**config.mk**
```make
export PLATFORM = sky130hd
export DESIGN_NAME = arith_share_ctrl
export DESIGN_NICKNAME = d
export VERILOG_FILES = /design/src/rtl/arith_share_ctrl.sv
export SDC_FILE = /design/constraint.sdc
export NUM_CORES = 1
export LEC_CHECK = 0
export ABC_AREA = 1
export CORE_UTILIZATION = 28
export CTS_CLUSTER_DIAMETER = 200
export CTS_CLUSTER_SIZE = 12
export DETAILED_ROUTE_END_ITERATION = 10
export PLACE_DENSITY = 0.58
export REMOVE_ABC_BUFFERS = 1
export SYNTH_ARGS = -nofsm -noshare
export SYNTH_HDL_FRONTEND = slang
export SYNTH_SLANG_ARGS = --single-unit
```
**constraint.sdc**
```tcl
create_clock -name clk -period 1.2 [get_ports clk]
set_input_delay 0.36 -clock clk [delete_from_list [all_inputs] [get_ports clk]]
set_output_delay 0.36 -clock clk [all_outputs]
set_load 0.02 [all_outputs]
```
**src/rtl/arith_share_ctrl.sv**
```systemverilog
// arith_share_ctrl: shares one combinational arithmetic unit between two
// requesters. A round-robin winner's operands are latched onto the unit
// inputs, held for SETTLE cycles, then the result is captured and returned
// with a one-cycle done pulse to the granted requester.
//
// Handshake: a requester raises req[i] with stable operands and holds it
// until it sees done[i]; it drops req[i] before the controller is back in
// IDLE. A req still high in IDLE is taken as a new request.
module arith_share_ctrl #(
    parameter int unsigned SETTLE = 1
) (
    input  logic       clk,
    input  logic       rst_n,
    input  logic [1:0] req,
    input  logic [3:0] x0,
    input  logic [3:0] y0,
    input  logic [1:0] op0,
    input  logic [3:0] x1,
    input  logic [3:0] y1,
    input  logic [1:0] op1,
    output logic [3:0] alu_x,
    output logic [3:0] alu_y,
    output logic [1:0] alu_s,
    input  logic [8:0] alu_out,
    output logic [1:0] grant,
    output logic [1:0] done,
    output logic [8:0] result,
    output logic       busy,
    output logic [1:0] dbg_state
);

    typedef enum logic [1:0] {
        S_IDLE = 2'd0,
        S_EXEC = 2'd1,
        S_DONE = 2'd2
    } state_t;

    localparam logic [3:0] SETTLE_M1 = 4'(SETTLE - 1);

    state_t     state_q, state_d;
    logic [1:0] grant_q, grant_d;
    logic [1:0] done_q, done_d;
    logic [8:0] result_q, result_d;
    logic [3:0] alu_x_q, alu_x_d;
    logic [3:0] alu_y_q, alu_y_d;
    logic [1:0] alu_s_q, alu_s_d;
    logic [3:0] cnt_q, cnt_d;
    logic       last_q, last_d;   // index of the most recently granted requester
    logic       win;              // index of the requester that wins this cycle
    logic [8:0] masked;

    // Round-robin pick: a lone request wins; on a tie the one not served last wins.
    always_comb begin
        win = 1'b0;
        if (req == 2'b11) begin
            win = ~last_q;
        end else if (req[1]) begin
            win = 1'b1;
        end
    end

    // Add/sub leave bits [7:4] of the unit output undriven, so they are forced to zero.
    always_comb begin
        masked = alu_out;
        if (!alu_s_q[1]) begin
            masked = {alu_out[8], 4'b0000, alu_out[3:0]};
        end
    end

    // Next-state and datapath update for the IDLE -> EXEC -> DONE sequence.
    always_comb begin
        state_d  = state_q;
        grant_d  = grant_q;
        done_d   = 2'b00;
        result_d = result_q;
        alu_x_d  = alu_x_q;
        alu_y_d  = alu_y_q;
        alu_s_d  = alu_s_q;
        cnt_d    = cnt_q;
        last_d   = last_q;
        case (state_q)
            S_IDLE: begin
                if (|req) begin
                    grant_d = win ? 2'b10 : 2'b01;
                    alu_x_d = win ? x1 : x0;
                    alu_y_d = win ? y1 : y0;
                    alu_s_d = win ? op1 : op0;
                    cnt_d   = SETTLE_M1;
                    last_d  = win;
                    state_d = S_EXEC;
                end
            end
            S_EXEC: begin
                if (cnt_q == 4'd0) begin
                    result_d = masked;
                    done_d   = grant_q;
                    state_d  = S_DONE;
                end else begin
                    cnt_d = cnt_q - 4'd1;
                end
            end
            S_DONE: begin
                grant_d = 2'b00;
                state_d = S_IDLE;
            end
            default: begin
                grant_d = 2'b00;
                state_d = S_IDLE;
            end
        endcase
    end

    // State and datapath registers; requester 0 wins the first tie after reset.
    always_ff @(posedge clk or negedge rst_n) begin
        if (!rst_n) begin
            state_q  <= S_IDLE;
            grant_q  <= 2'b00;
            done_q   <= 2'b00;
            result_q <= 9'd0;
            alu_x_q  <= 4'd0;
            alu_y_q  <= 4'd0;
            alu_s_q  <= 2'd0;
            cnt_q    <= 4'd0;
            last_q   <= 1'b1;
        end else begin
            state_q  <= state_d;
            grant_q  <= grant_d;
            done_q   <= done_d;
            result_q <= result_d;
            alu_x_q  <= alu_x_d;
            alu_y_q  <= alu_y_d;
            alu_s_q  <= alu_s_d;
            cnt_q    <= cnt_d;
            last_q   <= last_d;
        end
    end

    assign alu_x     = alu_x_q;
    assign alu_y     = alu_y_q;
    assign alu_s     = alu_s_q;
    assign grant     = grant_q;
    assign done      = done_q;
    assign result    = result_q;
    assign busy      = (state_q != S_IDLE);
    assign dbg_state = state_q;

endmodule

```
==> results.cfg <==
[hold_path]
hold_class = input port to asynchronous set/reset pin

[clocking]
ctsHoldBuffers = 0
cts.htree.levels = 2
root_buffer = clkbuf_8
clk_latency_ps = 280
clk_pin_slew_worst_paths_ps = 70
clockBufferDepth = 2
cts_sinks = 30
cts_made_buffers = 5
cts_tree = built

[global_route]
gr-usage-all-layers_pct = 14.8
grt_max_degree = 31
grt_antenna_before_repair = 0
grt_pass1_vias = 1330
grt_pass1_wl_mm = 6.02
grt.overflow.total = 0

[placement]
gp_congestion = 0.813
io_buffers = 58
detailed_place_hpwl_mm = 2.58
dp.cells = 323
dp_slack_ps = -394

[logic_synthesis]
yosysWarnings = 0
synth_seq_cells = 30
synthCells = 183
ys_seq_area_share_pct = 51.0
yosys.cell_types.count = 16
netlist_area_um2 = 1470
synth.avg_cell_area_um2 = 8.05

[timing]
slew_viol_final = 0
rsz0062_at_grt = yes
holdWs_ps = 431
worst_slew_pin_slew_ps = 277
hold_violations = 0
setup_viol = 12
max_freq_ghz = 0.748
timing.slew.headroom_pct = 81.5
setup_tns_ps = -464
post-route-period-util_pct = 111
clock_skew_ps = 8.31
fin_crit_ps = 1340
setup_ws_ps = -136

[routing]
drt_iter0_markers = 50
drcViolationCount = 0
antenna_left = 0
viasPerCell = 4.25
wl_per_cell_um = 11.2
firstDrtPassIters = 4
drt-total-wl_mm = 3.90
vias = 1474

[worst_setup_path]
cp-start-kind = flip-flop
crit_fanout = 2
worstPathArrival_ps = 980
ff2ff_path_depth = 7
endpoint_kind = output pin
cp.required_ps = 840
critPathKind = flip-flop to output pin

[die]
io_pins = 59
row_count = 26
die_width_um = 74.6
core-area_um2 = 5070
dieArea_um2 = 5560
die_y_um = 74.6
initial_utilization_pct = 29.0

[power]
power.density_nw_per_um2 = 2740
leakagePower_nw = 1.34
ir_drop_uv = 1060

[job]
maxCapViolations = 0

[run_status]
violations = negative setup slack
status = complete, but fails checks

[final_layout]
layoutNonFillerInstCount = 347
antennaDiodeCount = 0
area_growth_pct = 75.1
nets = 312
drive_gt1_share_pct = 34.7
==> final cells by class <==
| class | count | area, um^2 |
|---|---|---|
| Clock buffer | 6 | 82.6 |
| Clock inverter | 1 | 30.0 |
| Fill cell | 516 | 2490 |
| Inverter | 22 | 85.1 |
| Multi-Input combinational cell | 127 | 712 |
| Sequential cell | 30 | 752 |
| Tap cell | 70 | 87.6 |
| Timing Repair Buffer | 91 | 832 |
==> path summary, 6_finish.rpt <==
| check | startpoint | to | slack (ps) |
|---|---|---|---|
| max | dbg_state[0] | dbg_state[0] | -140 |
| min | rst_n | alu_y[1] | 430 |
| max in group asynchronous | rst_n | last_q | 530 |
| min in group clk | result[0] | result[0] | 460 |
| max reg2reg | dbg_state[0] | result[6] | -30 |
| min reg2reg | result[0] | result[0] | 460 |
==> repair_timing <==
item / CTS / global route
setup endpoints to repair: 41 / 42
hold endpoints to repair: 0 / 0
cloned: 4 / 0
pin swaps: 3 / 7
gates resized for setup: 123 / 51
setup buffers: 2 / 13
==> Yosys cell counts, drive strengths merged <==
cell type	instances	area [um^2]
nand2	82	318
dfrtp	29	726
inv	22	82.6
nand3	21	105
nand3b	10	75.1
nor2	9	58.8
buf	6	48.8
ha	2	25.0
dfstp	1	26.3
o21ai	1	8.76
==> logic make-up after synthesis <==
logic type	share of synthesized area [%]
flip-flops	51.0
adder cells (fa/ha/maj)	1.70
buffers and inverters	8.91
AND/OR/NAND/NOR	37.8
AO/OA/AOI/OAI	0.594
==> where the power goes <==
group,internal (mW),switching (mW),total [mW]
clock,0.664,0.374,1.04
sequential,1.51,0.318,1.83
combinational,2.01,2.21,4.22
==> state kept, by name, indices dropped and copies added (netlist names) <==
name	flops
last_q	1
grant	2
cnt_q	4
dbg_state	2
alu_s	2
alu_y	4
alu_x	4
done	2
result	9
==> layer usage <==
metal  vias to the layer above  GRT usage (%)  wire [um]
met3                        12           3.93        156
li1                        748              -          -
met4                         0           7.55         94
met2                        40           23.1       1890
met1                       674           18.7       1760
met5                         -              0          0
==> worst max-delay path: stages (launching register included) <==
cell and delay, ps:
dfrtp_1 410, buf_4 150, buf_4 150
==> per-stage QoR <==
stage	util, %	instance area [um^2]	power [mW]
floorplan	-	1430	3.59
global placement	44.2	2240	5.20
detailed placement	44.2	2240	5.24
CTS	45.6	2310	6.28
global route	50.9	2580	7.63
finish	50.9	2580	7.08
==> layout by cell type, fill, tap and decap left out <==
cell	n
buf_6	21
nand3b_1	10
dfrtp_1	29
nand3_2	9
ha_1	1
nor2_4	5
nor2_2	3
buf_12	1
inv_1	18
bufinv_16	1
clkdlybuf4s50_1	30
buf_2	8
o21ai_4	1
nand2_8	1
ha_4	1
clkbuf_8	6
nand2_2	3
inv_4	1
dlygate4sd2_1	2
nand2_1	76
nand3_1	12
nand2_4	2
inv_2	3
buf_4	29
dfstp_2	1
nor2_1	3
No activity file was read; power rests on OpenSTA's default activity.
